File: src/rtl/gpu_clut_slot_cache.sv
// ---------------------------------------------------------------------------
// gpu_clut_slot_cache
//
// Multi-slot CLUT cache controller for the GPU texture path. Tracks up to
// NUM_SLOTS resident palettes by VRAM CLUT address and depth (4bpp / 8bpp).
// On a miss, or when a 4bpp-resident palette is requested as 8bpp (upgrade),
// it streams palette blocks from VRAM into the chosen slot.
//
// Ports
//   i_clk          clock
//   i_rstGPU       asynchronous active-high reset
//   i_flush        synchronous invalidate of all slots, aborts any load
//   i_clutReq      palette request (accepted only while o_busy=0)
//   i_clutAdr      CLUT word: [14:6] row/X-high, [5:0] X block base
//   i_clutIs8BPP   requested depth is 8bpp (else 4bpp)
//   o_busy         load in progress; requests are dropped while high
//   o_ready        one-cycle pulse: requested palette is resident in o_slot
//   o_slot         slot holding the current palette
//   o_memReq       block fetch request
//   o_memAdr       VRAM block address of the current fetch
//   i_memAck       block accepted/written this cycle
//   o_wrSlot       destination slot for the palette RAM write
//   o_wrBlock      block index within the slot for the current fetch
//   o_missCount    saturating count of accepted misses and upgrades
//
// Fetch handshake: o_memReq acts as "valid" for the address/slot/block
// triple, i_memAck acts as "ready". A block transfers on a rising edge where
// both are high; while o_memReq=1 and i_memAck=0 the triple stays stable.
// i_memAck is ignored when o_memReq=0 and in a cycle where i_flush=1.
// ---------------------------------------------------------------------------
module gpu_clut_slot_cache #(
    parameter int NUM_SLOTS   = 2,
    parameter int BLOCKS_8BPP = 16,
    localparam int SW = (NUM_SLOTS > 1) ? $clog2(NUM_SLOTS) : 1
) (
    input  logic          i_clk,
    input  logic          i_rstGPU,
    input  logic          i_flush,
    input  logic          i_clutReq,
    input  logic [14:0]   i_clutAdr,
    input  logic          i_clutIs8BPP,
    output logic          o_busy,
    output logic          o_ready,
    output logic [SW-1:0] o_slot,
    output logic          o_memReq,
    output logic [14:0]   o_memAdr,
    input  logic          i_memAck,
    output logic [SW-1:0] o_wrSlot,
    output logic [3:0]    o_wrBlock,
    output logic [15:0]   o_missCount
);

    typedef enum logic {IDLE = 1'b0, LOAD = 1'b1} stateT;

    // Registered state
    stateT                stateQ,     stateD;
    logic [4:0]           blkQ,       blkD;
    logic [4:0]           lastQ,      lastD;
    logic [14:0]          capAdrQ,    capAdrD;
    logic                 capIs8Q,    capIs8D;
    logic [14:0]          tagQ [NUM_SLOTS];
    logic [14:0]          tagD [NUM_SLOTS];
    logic [NUM_SLOTS-1:0] validQ,     validD;
    logic [NUM_SLOTS-1:0] is8Q,       is8D;
    logic [SW-1:0]        rrQ,        rrD;
    logic [SW-1:0]        slotQ,      slotD;
    logic                 readyQ,     readyD;
    logic [15:0]          missCountQ, missCountD;

    // Lookup
    logic [NUM_SLOTS-1:0] matchVec;
    logic [NUM_SLOTS-1:0] hitVec;
    logic [SW-1:0]        hitIdx;
    logic [SW-1:0]        matchIdx;
    logic [SW-1:0]        invIdx;
    logic [SW-1:0]        rrInc;
    logic [SW-1:0]        target;

    function automatic logic [SW-1:0] lowestSet(input logic [NUM_SLOTS-1:0] vec);
        lowestSet = '0;
        for (int i = NUM_SLOTS - 1; i >= 0; i--) begin
            if (vec[i]) lowestSet = SW'(i);
        end
    endfunction

    always_comb begin
        matchVec = '0;
        hitVec   = '0;
        for (int i = 0; i < NUM_SLOTS; i++) begin
            matchVec[i] = validQ[i] && (tagQ[i] == i_clutAdr);
            // A full 8bpp palette also satisfies a 4bpp request.
            hitVec[i]   = matchVec[i] && (is8Q[i] || !i_clutIs8BPP);
        end
        hitIdx   = lowestSet(hitVec);
        matchIdx = lowestSet(matchVec);
        invIdx   = lowestSet(~validQ);
        // Explicit wrap keeps NUM_SLOTS=1 (rr is 1 bit wide) pinned at 0.
        rrInc    = (rrQ == SW'(NUM_SLOTS - 1)) ? '0 : rrQ + SW'(1);
    end

    // -----------------------------------------------------------------------
    // State register
    // -----------------------------------------------------------------------
    always_ff @(posedge i_clk or posedge i_rstGPU) begin
        if (i_rstGPU) begin
            stateQ     <= IDLE;
            blkQ       <= '0;
            lastQ      <= '0;
            capAdrQ    <= '0;
            capIs8Q    <= 1'b0;
            for (int i = 0; i < NUM_SLOTS; i++) tagQ[i] <= '0;
            validQ     <= '0;
            is8Q       <= '0;
            rrQ        <= '0;
            slotQ      <= '0;
            readyQ     <= 1'b0;
            missCountQ <= '0;
        end else begin
            stateQ     <= stateD;
            blkQ       <= blkD;
            lastQ      <= lastD;
            capAdrQ    <= capAdrD;
            capIs8Q    <= capIs8D;
            for (int i = 0; i < NUM_SLOTS; i++) tagQ[i] <= tagD[i];
            validQ     <= validD;
            is8Q       <= is8D;
            rrQ        <= rrD;
            slotQ      <= slotD;
            readyQ     <= readyD;
            missCountQ <= missCountD;
        end
    end

    // -----------------------------------------------------------------------
    // Next-state logic
    // -----------------------------------------------------------------------
    always_comb begin
        stateD     = stateQ;
        blkD       = blkQ;
        lastD      = lastQ;
        capAdrD    = capAdrQ;
        capIs8D    = capIs8Q;
        for (int i = 0; i < NUM_SLOTS; i++) tagD[i] = tagQ[i];
        validD     = validQ;
        is8D       = is8Q;
        rrD        = rrQ;
        slotD      = slotQ;
        readyD     = 1'b0;
        missCountD = missCountQ;
        target     = rrQ;

        if (i_flush) begin
            // Flush beats everything, including a same-cycle request or ack.
            validD = '0;
            rrD    = '0;
            stateD = IDLE;
            blkD   = '0;
        end else begin
            unique case (stateQ)
                IDLE: begin
                    if (i_clutReq) begin
                        if (hitVec != '0) begin
                            slotD  = hitIdx;
                            readyD = 1'b1;
                        end else begin
                            if (matchVec != '0) begin
                                // Upgrade in place; rr untouched.
                                target = matchIdx;
                            end else if (validQ != '1) begin
                                target = invIdx;
                            end else begin
                                target = rrQ;
                                rrD    = rrInc;
                            end
                            validD[target] = 1'b0;
                            slotD          = target;
                            capAdrD        = i_clutAdr;
                            capIs8D        = i_clutIs8BPP;
                            blkD           = '0;
                            lastD          = i_clutIs8BPP ? 5'(BLOCKS_8BPP - 1) : 5'd0;
                            stateD         = LOAD;
                            if (missCountQ != 16'hFFFF) missCountD = missCountQ + 16'd1;
                        end
                    end
                end
                LOAD: begin
                    if (i_memAck) begin
                        if (blkQ == lastQ) begin
                            tagD[slotQ]   = capAdrQ;
                            is8D[slotQ]   = capIs8Q;
                            validD[slotQ] = 1'b1;
                            readyD        = 1'b1;
                            stateD        = IDLE;
                        end else begin
                            blkD = blkQ + 5'd1;
                        end
                    end
                end
                default: stateD = IDLE;
            endcase
        end
    end

    // -----------------------------------------------------------------------
    // Outputs (decoded straight from flops, so they are glitch-free and
    // stable while a fetch is waiting for its ack)
    // -----------------------------------------------------------------------
    always_comb begin
        o_busy      = (stateQ == LOAD);
        o_memReq    = (stateQ == LOAD);
        // X base wraps within the row; row bits pass through unchanged.
        o_memAdr    = {capAdrQ[14:6], 6'(capAdrQ[5:0] + {1'b0, blkQ})};
        o_wrSlot    = slotQ;
        o_wrBlock   = blkQ[3:0];
        o_ready     = readyQ;
        o_slot      = slotQ;
        o_missCount = missCountQ;
    end

endmodule

File: config.mk
export PLATFORM = sky130hd
export DESIGN_NAME = gpu_clut_slot_cache
export DESIGN_NICKNAME = d
export VERILOG_FILES = /design/src/rtl/gpu_clut_slot_cache.sv
export SDC_FILE = /design/constraint.sdc
export NUM_CORES = 1
export LEC_CHECK = 0
export CELL_PAD_IN_SITES_DETAIL_PLACEMENT = 0
export CELL_PAD_IN_SITES_GLOBAL_PLACEMENT = 2
export CORE_ASPECT_RATIO = 1.5
export CORE_MARGIN = 3
export CORE_UTILIZATION = 43
export CTS_CLUSTER_SIZE = 14
export DETAILED_ROUTE_END_ITERATION = 10
export DONT_BUFFER_PORTS = 1
export PLACE_DENSITY = 0.85
export SYNTH_ARGS = -nofsm -noshare
export SYNTH_HDL_FRONTEND = slang
export SYNTH_SLANG_ARGS = --single-unit
File: constraint.sdc
create_clock -name i_clk -period 7.2 [get_ports i_clk]
set_input_delay 1.8 -clock i_clk [delete_from_list [all_inputs] [get_ports i_clk]]
set_output_delay 1.8 -clock i_clk [all_outputs]
set_load 0.005 [all_outputs]
==> out/results.txt, run 1 <==
GRT Util Overall: 0.1717
CP Launch Point: i_clutAdr[14]
Layout fillers: 843
post-CTS sizing: 0
peak supply drop: 0.0002243 V
Nets: 360
Area growth, synth to finish: 7.455%
Main synth FF type: dfrtp_1
setup bufs post-CTS: 0
remaining global-route overflow: 0
max cap viols: 0
Fmax: 261.3 MHz
Synth Register Bits: 75
Req. time, crit path: 7.41 ns
TritonCTS clock tree: yes
largest net degree at the start of global routing: 76
cts-stage hold buffer count: 0
post-detail-place hpwl: 5.914 mm
Hold Crit Start: tagQ[1]
syn_area_per_cell: 11.46 µm²
Least-Margin Pin Slew: 1.101 ns
Crit Path Max Fanout: 20
Final Cycle Share: 0.5316
Rel. slew slack: 0.2641
routed length per placed instance: 18.43 µm
Crit. End Element: flip-flop
IO buf count: 0
RSZ-0062 raised after global routing: no
clk_lat worst skew: 0.33 ns
initial antenna violation count: 0
Final Setup Violations: 0
Sw Share: 0.2669
Leakage: 1.901 nW
Flop pwr share: 0.466
NetSw: 0.0003402 W
Initial Utilization: 0.4441
row count: 42
HP Class: flip-flop to flip-flop
Residual DRC: 0
Placer Congestion: 0.7695
Inst Count DP: 430
Die Area: 10380 µm²
Post-synth EDFFs: 0
Crit Reg-Reg Startpoint: blkQ[1]
Clk pwr share: 0.370
CORE AREA: 8881 µm²
vias in the first global route: 2594
Pwr Density: 300.7 nW/µm²
Ys Warns: 0
Detailed Routing Iterations Pass 1: 4
Hold Vio Cnt, Final: 0
Die Span X: 84.20 µm
Clk pin slew, worst setup/hold paths: 0.06 ns
status: finished clean
register area share after synthesis: 0.4759
Post-Syn Area: 3944 µm²
clk buf depth: 2
proportion of layout cells with a drive suffix above 1: 0.2143
CP startpoint kind: input port
P_int: 0.0009343 W
Layout Cells excl Fill: 446
first-pass GRT wire length: 13.72 mm
critical path class: input port to flip-flop
ys async rst share: 1.000
Die Height: 123.3 µm
Initial DRC Count: 100
Synthesized Nets: 373
Synth cell types: 46
CTS Buf Count: 9
final core utilization: 0.4772
Post-Synthesis Cells: 344
# IOs: 61
CTS root buffer: clkbuf_16
Gate power share: 0.165
clk_skew: 0.008440 ns
H-tree levels: 3
post-detailed-route count of antenna-violating nets: 0
clk sinks: 75
diodes inserted: 0
Setup Total Neg Slack: 0 ns
final worst path period need: 3.827 ns
vias: 2445
CP arrival: 4.03 ns
Final Max Slew Viols: 0
DR vias/cell: 5.482
final wirelength: 8.221 mm
-- path summary, 6_finish.rpt --
path / endpoint / slack [ns] / cells after the start
setup reg to reg: is8Q[1] / 4.20 / 5
hold / removal: tagQ[1] / 0.52 / 2
max in group asynchronous: tagQ[7] / 4.93 / 2
min in group asynchronous: capAdrQ[8] / 1.64 / 2
hold reg to reg: tagQ[1] / 0.52 / 2
setup / recovery: capAdrQ[3] / 3.37 / 5
-- synthesized netlist by cell type (2+ instances only) --
| master | count | area [µm²] |
|---|---|---|
| a21o_1 | 2 | 15.01 |
| nand2b_1 | 9 | 56.30 |
| dfrtp_1 | 75 | 1877 |
| nor2_1 | 12 | 45.04 |
| nand4_1 | 12 | 75.07 |
| mux2_4 | 9 | 135.1 |
| or4_1 | 2 | 15.01 |
| xor2_1 | 17 | 148.9 |
| nand2_1 | 21 | 78.83 |
| nor2b_1 | 3 | 18.77 |
| a21oi_1 | 6 | 30.03 |
| ha_1 | 7 | 87.58 |
| nor4_1 | 7 | 43.79 |
| and4_1 | 2 | 17.52 |
| clkbuf_1 | 7 | 26.28 |
| o21ai_0 | 2 | 10.01 |
| xnor2_1 | 34 | 297.8 |
| o31ai_1 | 2 | 15.01 |
| or3_1 | 2 | 12.51 |
| inv_1 | 11 | 41.29 |
| mux2_2 | 40 | 450.4 |
| nand3_1 | 13 | 65.06 |
| and3_1 | 2 | 12.51 |
| buf_4 | 15 | 112.6 |
| or2_2 | 2 | 12.51 |
| nor3_1 | 10 | 50.05 |
-- critical path, stage by stage --
cell	delay [ns]
xor2_1	0.14
nor4_1	0.45
a32o_1	0.71
or2_2	0.53
mux2_2	0.40
-- metal layers --
layer	wire length, µm	share of wire	track usage
met2	4486	0.55	0.3088
met5	0	0	0
met3	521	0.063	0.05533
met1	3155	0.38	0.1897
met4	58	0.0071	0.06036
-- power by group through the flow --
stage / Combinational [W] / Clock (W) / Sequential [W]
final: 0.000210 / 0.000471 / 0.000593
after global routing: 0.000235 / 0.000507 / 0.000608
after CTS: 0.000215 / 0.000487 / 0.000595
after detailed placement: 0.000213 / 0 / 0.000602
after global placement: 0.000208 / 0 / 0.000598
after floorplan: 0.000198 / 0 / 0.000573
-- flip-flops by register name (all words and copies together), names as in the netlist, 2 cells and up --
register and count:
validQ 2, o_missCount 16, capAdrQ 15, is8Q 2, tagQ 30, blkQ 5
-- cell type report --
class / instances / area, µm² / share of cell area
Sequential cell: 75 / 1877 / 0.4429
Multi-Input combinational cell: 233 / 1856 / 0.4379
Clock buffer: 10 / 229.0 / 0.05403
Tap cell: 110 / 137.6 / 0.03248
Clock inverter: 6 / 90.09 / 0.02126
Inverter: 11 / 41.29 / 0.009743
Timing Repair Buffer: 1 / 7.507 / 0.001771
-- cell usage in the layout, fill, tap and decap left out, types with 2 or more instances in the layout --
cell       netlist  layout
dfrtp_1         75      75
mux2_2          40      40
xnor2_1         34      34
nand2_1         21      21
xor2_1          17      17
nand3_1         13      13
nand4_1         12      12
nor2_1          12      12
inv_1           11      10
nor3_1          10      10
mux2_4           9       9
nand2b_1         9       9
clkbuf_16        0       9
nor4_1           7       7
ha_1             7       7
a21oi_1          6       6
nor2b_1          3       3
or4_1            2       2
and3_1           2       2
and4_1           2       2
or3_1            2       2
or2_2            2       2
o21ai_0          2       2
o31ai_1          2       2
a21o_1           2       2
bufinv_16        0       2
clkinv_4         0       2
-- per-stage QoR --
step                      cell area (µm²)  worst slack [ns]  total power (W)  hold slack (ns)
after floorplan                      3944             3.490        0.0007706           0.4702
after global placement               3919             3.102        0.0008064           0.4910
after detailed placement             3919             3.027        0.0008146           0.5054
after CTS                            4238             3.372         0.001297           0.5194
after global routing                 4238             3.183         0.001350           0.5406
final                                4238             3.373         0.001275           0.5162
-- cells by family (layout without fill, tap and decap cells) --
family                     Yosys count  count (layout)  share of synthesized area
buffers and inverters               36              28                    0.05362
muxes                               49              49                     0.1485
adders and majority gates            8               8                    0.02728
xor gates and xnor gates            51              51                     0.1133
and+or+nand+nor                    103             103                     0.1405
AOI/OAI and AO/OA                   22              22                    0.04093
DFF                                 75              75                     0.4759
(Power assumes the default switching activity.)
==> run 2: changes to the inputs <==
--- a/config.mk
+++ b/config.mk
@@ -9,11 +9,11 @@
 export CELL_PAD_IN_SITES_GLOBAL_PLACEMENT = 2
 export CORE_ASPECT_RATIO = 1.5
 export CORE_MARGIN = 3
-export CORE_UTILIZATION = 43
+export CORE_UTILIZATION = 38
 export CTS_CLUSTER_SIZE = 14
 export DETAILED_ROUTE_END_ITERATION = 10
 export DONT_BUFFER_PORTS = 1
-export PLACE_DENSITY = 0.85
+export PLACE_DENSITY = 0.8
 export SYNTH_ARGS = -nofsm -noshare
 export SYNTH_HDL_FRONTEND = slang
 export SYNTH_SLANG_ARGS = --single-unit
==> constraint.sdc (replaced) <==
create_clock -name i_clk -period 3.3 [get_ports i_clk]
set_input_delay 0.825 -clock i_clk [delete_from_list [all_inputs] [get_ports i_clk]]
set_output_delay 0.825 -clock i_clk [all_outputs]
set_load 0.005 [all_outputs]
==> run 2 against run 1 <==
  * Cell area is 1.2% higher
  * Core utilization shrank 4.4 points
  * Global-route usage shrank 1.7 points
  * Count of clock-buffer cells in the layout grew 1
  * Register-to-register slack worse by 3.5 ns
  * Clock skew shrank 0.0030 ns
  * First-iteration DRC count down 11%
  * Largest cell class unchanged
==> out/results.txt, run 2 (synthesized netlist as in run 1, its figures left out) <==
status: finished clean (unchanged)
peak supply drop: 0.0003388 V (was 0.0002243 V)
worst hold path stage count: 2 (unchanged)
critical path class: flip-flop to output pin (was input port to flip-flop)
cts-stage hold buffer count: 0 (unchanged)
Detailed Routing Iterations Pass 1: 4 (unchanged)
CORE AREA: 9910 µm² (was 8881 µm²)
Crit Reg-Reg Startpoint: blkQ[1] (unchanged)
DR vias/cell: 5.519 (was 5.482)
Leakage: 1.921 nW (was 1.901 nW)
post-CTS sizing: 0 (unchanged)
row count: 44 (was 42)
RSZ-0062 raised after global routing: no (unchanged)
GRT Util Overall: 0.1547 (was 0.1717)
setup bufs post-CTS: 0 (unchanged)
r2r worst-path depth: 6 (was 5)
Layout fillers: 952 (was 843)
clk sinks: 75 (unchanged)
H-tree levels: 3 (unchanged)
Fmax: 361.2 MHz
Placer Congestion: 0.7374 (was 0.7695)
first-pass GRT wire length: 13.59 mm (was 13.72 mm)
final wirelength: 8.465 mm (was 8.221 mm)
routed length per placed instance: 18.69 µm (was 18.43 µm)
Final Cycle Share: 0.8390
commonest non-fill, non-tap cells in the layout: dfrtp_1, mux2_2, xnor2_1 (unchanged)
Req. time, crit path: 2.47 ns (was 7.41 ns)
clk buf depth: 2 (unchanged)
clk_lat worst skew: 0.33 ns (about the same)
Final Max Slew Viols: 0 (unchanged)
Finished Cell Area: 4289 µm² (was 4238 µm²)
Crit Path Max Fanout: 8 (was 20)
final worst path period need: 2.769 ns
Reg with most FFs: tagQ (unchanged)
Die Span X: 89.18 µm (was 84.20 µm)
Least-Margin Pin Slew: 0.8291 ns (was 1.101 ns)
Area growth, synth to finish: 8.756% (was 7.455%)
CTS root buffer: clkbuf_16 (unchanged)
diodes inserted: 0 (unchanged)
Final Setup Violations: 0 (unchanged)
post-detail-place hpwl: 6.137 mm (was 5.914 mm)
Layout Cells excl Fill: 453 (was 446)
Clk pin slew, worst setup/hold paths: 0.05 ns (was 0.06 ns)
max cap viols: 0 (unchanged)
vias in the first global route: 2684 (was 2594)
CTS Buf Count: 9 (unchanged)
CP Launch Point: blkQ[0] (was i_clutAdr[14])
remaining global-route overflow: 0 (unchanged)
Die Area: 11660 µm² (was 10380 µm²)
proportion of layout cells with a drive suffix above 1: 0.2219 (was 0.2143)
Initial DRC Count: 89 (was 100)
Residual DRC: 0 (unchanged)
Hold Vio Cnt, Final: 0 (unchanged)
Hold Crit Start: tagQ[1] (unchanged)
Crit. End Element: output pin (was flip-flop)
largest net degree at the start of global routing: 41 (was 76)
Inst Count DP: 437 (was 430)
HP Class: flip-flop to flip-flop (unchanged)
Rel. slew slack: 0.4464 (was 0.2641)
clk_skew: 0.005471 ns (was 0.008440 ns)
initial antenna violation count: 0 (unchanged)
number of flip-flops in the largest register: 30 (unchanged)
WHS: 0.5026 ns (was 0.5162 ns)
Initial Utilization: 0.3980 (was 0.4441)
Pwr Density: 662.4 nW/µm² (was 300.7 nW/µm²)
CP startpoint kind: flip-flop (was input port)
Die Height: 130.8 µm (was 123.3 µm)
Placement Cell Area: 3953 µm² (was 3919 µm²)
commonest non-fill, non-tap cell in the layout: dfrtp_1 (unchanged)
TritonCTS clock tree: yes (unchanged)
IO buf count: 0 (unchanged)
Nets: 362 (was 360)
post-detailed-route count of antenna-violating nets: 0 (unchanged)
Setup Total Neg Slack: 0 ns (unchanged)
CP arrival: 1.94 ns (was 4.03 ns)
# IOs: 61 (unchanged)
vias: 2500 (was 2445)
==> run 2: changes by cell type in the layout (fill, tap and decap cells not counted), sizes merged <==
cell      before  now
clkinv         3    0
buf            1    3
clkbuf        10   11
clkinvlp       1    2
inv           11   12
==> run 2: path summary, 6_finish.rpt <==
kind	to	slack [ns]
worst min register to register	tagQ[1]	0.50
max in group asynchronous	capAdrQ[4]	2.07
worst min-delay path	tagQ[1]	0.50
min in group asynchronous	o_missCount[15]	0.54
worst max-delay path	o_memAdr[4]	0.53
worst max register to register	tagQ[20]	0.75
==> run 2: per-layer routing <==
layer | share of wire | vias to the layer above | GRT usage
met2 | 0.53 | 56 | 0.2718
met3 | 0.054 | 13 | 0.04141
met5 | 0 | - | 0
met1 | 0.40 | 1264 | 0.1717
li1 | - | 1167 | -
met4 | 0.019 | 0 | 0.06924
==> run 2: area by class of cell <==
type	instances	area, µm²	share of cell area
sequential	75	1877	0.4376
inverter	11	41.29	0.009627
clock buffer	11	252.7	0.05893
multi-input combinational	233	1856	0.4326
timing repair buffer	3	35.03	0.008168
clock inverter	5	83.83	0.01954
tap	115	143.9	0.03355
==> run 2: per-stage QoR <==
step	utilization	worst slack [ns]	power, W
after floorplan	-	0.5650	0.001681
after global placement	0.3989	0.6410	0.001766
after detailed placement	0.3989	0.6158	0.001787
after CTS	0.4328	0.4834	0.002885
after global routing	0.4328	0.3884	0.002993
final	0.4328	0.5312	0.002841
==> run 2: power by group <==
group	leakage (nW)	total, W	internal [W]	switching, W
logic	0.801	0.000456	0.000276	0.000181
registers	0.962	0.00130	0.00110	0.000201
clock network	0.158	0.00108	0.000706	0.000377
==> run 2: critical path, stage by stage (launching register included) <==
cell     delay [ns]
dfrtp_1        0.51
ha_1           0.22
inv_1          0.05
fa_1           0.40
inv_1          0.07
a21o_1         0.12
a21oi_1        0.07
xnor2_1        0.17
